===== config.mk =====
export PLATFORM = sky130hd
export DESIGN_NAME = clock_div_ctrl_flat
export DESIGN_NICKNAME = d
export VERILOG_FILES = /design/src/rtl/clock_div_ctrl_pkg.sv /design/src/rtl/clock_div_ctrl_if.sv /design/src/rtl/clock_div_ctrl_rr_arb2.sv /design/src/rtl/clock_div_ctrl.sv /design/src/flat_wrapper.sv
export SDC_FILE = /design/constraint.sdc
export NUM_CORES = 1
export LEC_CHECK = 0
export CORE_MARGIN = 3
export CORE_UTILIZATION = 25
export CTS_CLUSTER_DIAMETER = 150
export DETAILED_ROUTE_END_ITERATION = 16
export PLACE_DENSITY = 0.53
export SLEW_MARGIN = 15
export SYNTH_ARGS = -nofsm -noshare
export SYNTH_HDL_FRONTEND = slang
export SYNTH_SLANG_ARGS = --single-unit

===== constraint.sdc =====
create_clock -name clock -period 2.2 [get_ports clock]
set_clock_uncertainty 0.1 [all_clocks]
set_input_delay 0.66 -clock clock [delete_from_list [all_inputs] [get_ports clock]]
set_output_delay 0.66 -clock clock [all_outputs]
set_load 0.005 [all_outputs]

===== src/rtl/clock_div_ctrl_pkg.sv =====
// Shared types and constants for the reference-clock divide-ratio controller.
// Includes the range check used to validate the gate/settle cycle parameters.
package clock_div_ctrl_pkg;

   localparam int CNT_W = 8;
   localparam int DIV_W = 8;

   typedef enum logic [2:0] {
      INIT,
      IDLE,
      GATE,
      APPLY,
      SETTLE,
      RESP
   } state_e;

   // The down-counter is loaded with N-1, so N may be anywhere in 1..2**CNT_W.
   function automatic bit cyclesInRange(input int n);
      return (n >= 1) && (n <= (1 << CNT_W));
   endfunction

endpackage


===== src/rtl/clock_div_ctrl_if.sv =====
// Request/response bundle between the CSR/PMU requesters and the divider controller.
// The divider-facing outputs (ratio, enable, busy) travel in the same bundle.
interface clock_div_ctrl_if;
   import clock_div_ctrl_pkg::*;

   logic [1:0]       io_req_valid;
   logic [1:0]       io_req_ready;
   logic [DIV_W-1:0] io_req_div_0;
   logic [DIV_W-1:0] io_req_div_1;
   logic             io_resp_valid;
   logic             io_resp_id;
   logic             io_resp_err;
   logic [DIV_W-1:0] io_div;
   logic             io_clk_en;
   logic             io_busy;

   modport master (
      output io_req_valid, io_req_div_0, io_req_div_1,
      input  io_req_ready, io_resp_valid, io_resp_id, io_resp_err,
             io_div, io_clk_en, io_busy
   );

   modport slave (
      input  io_req_valid, io_req_div_0, io_req_div_1,
      output io_req_ready, io_resp_valid, io_resp_id, io_resp_err,
             io_div, io_clk_en, io_busy
   );

endinterface


===== src/rtl/clock_div_ctrl_rr_arb2.sv =====
// Two-way round-robin arbiter; the pointer remembers the requester served last.
// After reset the pointer names requester 1, so requester 0 wins the first tie.
module rr_arb2 (
   input  logic       clock,
   input  logic       reset,
   input  logic [1:0] req_i,
   input  logic       advance_i,
   output logic [1:0] grant_o
);

   logic lastId_q;

   // On a tie the grant goes to whichever requester was not served last.
   always_comb begin
      grant_o = req_i;
      if (req_i == 2'b11) begin
         grant_o = lastId_q ? 2'b01 : 2'b10;
      end
   end

   always_ff @(posedge clock) begin
      if (reset) begin
         lastId_q <= 1'b1;
      end else if (advance_i) begin
         lastId_q <= grant_o[1];
      end
   end

endmodule


===== src/rtl/clock_div_ctrl.sv =====
// Sequences glitch-free divide-ratio changes: gate the divider, apply the new ratio,
// wait for it to settle, ungate and report completion to the requester that asked.
module clock_div_ctrl
   import clock_div_ctrl_pkg::*;
#(
   parameter logic [DIV_W-1:0] DIV_RESET     = 8'd1,
   parameter int               GATE_CYCLES   = 4,
   parameter int               SETTLE_CYCLES = 8
) (
   input  logic              clock,
   input  logic              reset,
   clock_div_ctrl_if.slave   bus
);

   if (!cyclesInRange(GATE_CYCLES)) begin : gBadGate
      $error("GATE_CYCLES must lie in 1..2**CNT_W");
   end
   if (!cyclesInRange(SETTLE_CYCLES)) begin : gBadSettle
      $error("SETTLE_CYCLES must lie in 1..2**CNT_W");
   end

   localparam logic [CNT_W-1:0] GATE_LOAD   = CNT_W'(GATE_CYCLES - 1);
   localparam logic [CNT_W-1:0] SETTLE_LOAD = CNT_W'(SETTLE_CYCLES - 1);

   state_e           state_q;
   logic [CNT_W-1:0] cnt_q;
   logic [DIV_W-1:0] div_q;
   logic [DIV_W-1:0] capDiv_q;
   logic             capId_q;
   logic             clkEn_q;
   logic             respValid_q;
   logic             respId_q;
   logic             respErr_q;

   logic [1:0]       grant;
   logic             handshake;
   logic [DIV_W-1:0] selDiv_d;
   logic             selId_d;

   rr_arb2 uArb (
      .clock     (clock),
      .reset     (reset),
      .req_i     (bus.io_req_valid),
      .advance_i (handshake),
      .grant_o   (grant)
   );

   // Ready is the arbiter grant, offered only while idle; the granted ratio is captured here.
   always_comb begin
      handshake = (state_q == IDLE) && (grant != 2'b00);
      selId_d   = grant[1];
      selDiv_d  = grant[1] ? bus.io_req_div_1 : bus.io_req_div_0;
   end

   // Single sequencer: every output it drives is registered, and the shared counter
   // is loaded with N-1 on entry to each timed state and leaves that state at zero.
   always_ff @(posedge clock) begin
      if (reset) begin
         state_q     <= INIT;
         cnt_q       <= SETTLE_LOAD;
         div_q       <= DIV_RESET;
         capDiv_q    <= '0;
         capId_q     <= 1'b0;
         clkEn_q     <= 1'b0;
         respValid_q <= 1'b0;
         respId_q    <= 1'b0;
         respErr_q   <= 1'b0;
      end else begin
         respValid_q <= 1'b0;
         unique case (state_q)
            INIT: begin
               if (cnt_q == '0) begin
                  state_q <= IDLE;
                  clkEn_q <= 1'b1;
               end else begin
                  cnt_q <= cnt_q - CNT_W'(1);
               end
            end
            IDLE: begin
               if (handshake) begin
                  capDiv_q <= selDiv_d;
                  capId_q  <= selId_d;
                  // A zero ratio is refused and an unchanged ratio needs no gating.
                  if (selDiv_d == '0 || selDiv_d == div_q) begin
                     state_q     <= RESP;
                     respValid_q <= 1'b1;
                     respId_q    <= selId_d;
                     respErr_q   <= (selDiv_d == '0);
                  end else begin
                     state_q <= GATE;
                     clkEn_q <= 1'b0;
                     cnt_q   <= GATE_LOAD;
                  end
               end
            end
            GATE: begin
               if (cnt_q == '0) begin
                  state_q <= APPLY;
               end else begin
                  cnt_q <= cnt_q - CNT_W'(1);
               end
            end
            APPLY: begin
               div_q   <= capDiv_q;
               state_q <= SETTLE;
               cnt_q   <= SETTLE_LOAD;
            end
            SETTLE: begin
               if (cnt_q == '0) begin
                  state_q     <= RESP;
                  clkEn_q     <= 1'b1;
                  respValid_q <= 1'b1;
                  respId_q    <= capId_q;
                  respErr_q   <= 1'b0;
               end else begin
                  cnt_q <= cnt_q - CNT_W'(1);
               end
            end
            RESP: begin
               state_q <= IDLE;
            end
            default: begin
               state_q <= INIT;
            end
         endcase
      end
   end

   assign bus.io_req_ready  = (state_q == IDLE) ? grant : 2'b00;
   assign bus.io_resp_valid = respValid_q;
   assign bus.io_resp_id    = respId_q;
   assign bus.io_resp_err   = respErr_q;
   assign bus.io_div        = div_q;
   assign bus.io_clk_en     = clkEn_q;
   assign bus.io_busy       = (state_q != IDLE);

endmodule

===== src/flat_wrapper.sv =====
// flat-port wrapper written by rule: the top's interface ports become plain ports
module clock_div_ctrl_flat import clock_div_ctrl_pkg::*;
#(
   parameter logic [DIV_W-1:0] DIV_RESET     = 8'd1,
   parameter int               GATE_CYCLES   = 4,
   parameter int               SETTLE_CYCLES = 8
)
  (clock, reset, bus_io_req_valid, bus_io_req_div_0, bus_io_req_div_1, bus_io_req_ready, bus_io_resp_valid, bus_io_resp_id, bus_io_resp_err, bus_io_div, bus_io_clk_en, bus_io_busy);
  clock_div_ctrl_if bus_i ();
  input  logic clock;
  input  logic reset;
  input wire logic [$bits(bus_i.io_req_valid)-1:0] bus_io_req_valid;
  input wire logic [$bits(bus_i.io_req_div_0)-1:0] bus_io_req_div_0;
  input wire logic [$bits(bus_i.io_req_div_1)-1:0] bus_io_req_div_1;
  output wire logic [$bits(bus_i.io_req_ready)-1:0] bus_io_req_ready;
  output wire logic [$bits(bus_i.io_resp_valid)-1:0] bus_io_resp_valid;
  output wire logic [$bits(bus_i.io_resp_id)-1:0] bus_io_resp_id;
  output wire logic [$bits(bus_i.io_resp_err)-1:0] bus_io_resp_err;
  output wire logic [$bits(bus_i.io_div)-1:0] bus_io_div;
  output wire logic [$bits(bus_i.io_clk_en)-1:0] bus_io_clk_en;
  output wire logic [$bits(bus_i.io_busy)-1:0] bus_io_busy;
  assign bus_i.io_req_valid = bus_io_req_valid;
  assign bus_i.io_req_div_0 = bus_io_req_div_0;
  assign bus_i.io_req_div_1 = bus_io_req_div_1;
  assign bus_io_req_ready = bus_i.io_req_ready;
  assign bus_io_resp_valid = bus_i.io_resp_valid;
  assign bus_io_resp_id = bus_i.io_resp_id;
  assign bus_io_resp_err = bus_i.io_resp_err;
  assign bus_io_div = bus_i.io_div;
  assign bus_io_clk_en = bus_i.io_clk_en;
  assign bus_io_busy = bus_i.io_busy;
  clock_div_ctrl #(.DIV_RESET(DIV_RESET), .GATE_CYCLES(GATE_CYCLES), .SETTLE_CYCLES(SETTLE_CYCLES)) u_core (.clock(clock), .reset(reset), .bus(bus_i));
endmodule

==> qor.yml <==
synth-edff-count: 0
vias_per_cell: 4.87
clockRootBuffer: "clkbuf_8"
hold_end: "u_core.bus.io_div[3]"
yosysMostFrequentCell: "dfxtp_1"
min_path_cells: 2
synthFlopType: "dfxtp_1"
synth_area_leader_cell: "dfxtp_1"
initial_core_util_pct: 26.6
overflow: 0
clock_latency_ps: 280
cp_data_arrival_time_ps: 2440
area_growth_syn_to_layout_pct: 67.5
fp.dieArea_um2: 8490
num_antenna_cells: 0
ys_ff_latch: 33
min_from: "u_core.capDiv_q[3]"
cts_tree: "done"
cts.clk_slew.worst_paths_ps: 70
fmax_mhz: 422
min_period_ps: 2370
slew_viol_final: 0
layout_setup_ws_ps: -168
yosys-top-cells-count: "dfxtp_1, nand2_1, nor2_1"
outcome: "finished with violations"
max_slew_margin_pct: 65.9
synthCells: 232
regToRegSetupSlack_ps: -130
die_w_um: 92.1
clockBufferDepth: 2
hp-class: "register to register"
rr_startpoint: "u_core.cnt_q[0]"
cp-start-kind: "input pin"
fillers: 687
firstDrtPassIters: 4
synthTopCellsByArea: "dfxtp_1, nand2_1, nor2_1, a21oi_1, a211oi_1"
leakage_uw: 0.00122
rows: 30
nNetsFinal: 348
drt_iter0_drc: 91
wirelength_um: 5910
endpoint_kind: "register"
grt_pass1_wl_um: 9520
worst-setup-path-type: "input pin to register"
pre_cts_ws_ps: -906
timing.rr.end: "u_core.bus.io_resp_id"
synthArstFlopShare_pct: 0
grt_antenna_before_repair: 0
vias: 2064
ant_nets: 0
post-route-util_pct: 44.5
fin_setup_tns_ps: -1190
grt_pass1_vias: 2053
synth_top_area_share_pct: 35.6
avgRoutedWirePerCell_um: 13.9
core-area_um2: 6980
grt_max_degree: 17
p_per_area_nw_per_um2: 412
seq_area_frac_synth_pct: 35.6
h-tree-depth: 2
cts_buffers: 5
dpl.hpwl_um: 4110
drc: 0
syn-cell-area_um2: 1850
rsz0062_at_grt: "yes"
cts_sinks: 33
syn_area_per_cell_um2: 7.99
holdWs_ps: 356
dieHeight_um: 92.1
finalSetupViolCount: 14
syn_nets: 253
cp.required_ps: 2270
ff2ff_path_depth: 8
cap_violations: 0
ir_drop_uv: 298
p_total_uw: 1280
ios: 35
hold_viol_final: 0
critical_path.max_fanout: 2
violations: "setup timing"
grt_use_total_pct: 13.8
ctsHoldBuffers: 0
gp_congestion: 0.807
fin_crit_sh_pct: 108
worst_pin_slew_ps: 507
synth_cell_types: 49
synth_warnings: 0
port_buffers: 34
drive_gt1_share_pct: 34.1
critical path: stages:
cell	delay [ps]
clkdlybuf4s50_1	450
buf_4	150
mux2i_2	220
xnor2_2	150
buf_4	170
nor4_2	250
a21oi_2	80
mux2_1	300
worst max-delay path by stage:
stage,start,to,cells after the start,slack (ps)
finish,bus_io_req_div_0[0],u_core.bus.io_resp_id,8,-170
global route,bus_io_req_div_0[0],u_core.bus.io_resp_id,8,-250
CTS,bus_io_req_valid[1],u_core.cnt_q[0],10,-160
detailed placement,bus_io_req_valid[1],u_core.cnt_q[6],9,-910
global placement,bus_io_req_valid[0],u_core.cnt_q[0],8,-880
floorplan,bus_io_req_valid[1],u_core.cnt_q[0],7,-150
what timing repair did:
item | CTS | global route
hold endpoints to repair | 0 | 0
buffers inserted | 11 | 2
pin swaps | 11 | 9
endpoints found under the setup margin | 18 | 17
resized for setup | 43 | 28
sequential cells by signal (all words and copies together) (netlist names):
signal	flops
u_core.bus.io_div	8
u_core.capDiv_q	8
u_core.cnt_q	8
u_core.state_q	3
u_core.bus.io_clk_en	1
u_core.bus.io_resp_err	1
u_core.bus.io_resp_id	1
u_core.bus.io_resp_valid	1
u_core.capId_q	1
u_core.uArb.lastId_q	1
cells in the final DEF, fill, tap and decap left out, types with 3 or more instances in the layout:
master,netlist,layout
buf_4,0,59
dfxtp_1,33,31
nand2_1,29,29
nor2_1,26,26
clkdlybuf4s50_1,0,21
a21oi_1,18,17
a211oi_1,12,11
o21ai_0,11,10
dlygate4sd2_1,0,9
inv_1,8,7
nor2b_1,8,6
mux2i_4,0,6
nor3_1,6,5
a31oi_1,5,5
clkbuf_8,0,5
buf_6,2,5
nor4_1,7,4
nand3_1,4,4
mux2i_2,1,3
nor4_2,1,3
cell type report:
cell class / count / area [um2] / share of cell area, %
repair buffers: 99 / 861 / 27.7
clock inverters: 2 / 10.0 / 0.322
flip-flops and latches: 33 / 663 / 21.4
clock buffers: 6 / 72.6 / 2.34
well taps: 96 / 120 / 3.87
multi-input cells: 179 / 1350 / 43.3
inverters: 9 / 33.8 / 1.09
stage by stage:
stage               instance area (um2)  cells
floorplan                          1880    232
global placement                   2710    405
detailed placement                 2710    405
CTS                                2960    423
global route                       3110    424
finish                             3110    424
per-layer routing:
metal | share of wire [%] | up-vias | wire, um | GRT usage [%]
li1 | - | 1034 | - | -
met1 | 44 | 986 | 2610 | 17.3
met2 | 52 | 38 | 3070 | 23.7
met3 | 2.5 | 6 | 146 | 2.54
met4 | 1.4 | 0 | 80 | 4.58
met5 | 0 | - | 0 | 0
power by group:
group	switching [uW]	internal [uW]
combinational	101	129
clock	227	219
sequential	1.87	600
total	330	949
cell families after synthesis:
kind of cell             synth area share [%]
AND/OR/NAND/NOR                          26.2
multiplexers                             5.67
AO/OA/AOI/OAI                            24.8
buffers and inverters                    5.06
XOR/XNOR                                 1.89
flip-flops                               35.6
adder cells (fa/ha/maj)                 0.675
Note: power is estimated with default switching activity, not from simulation.
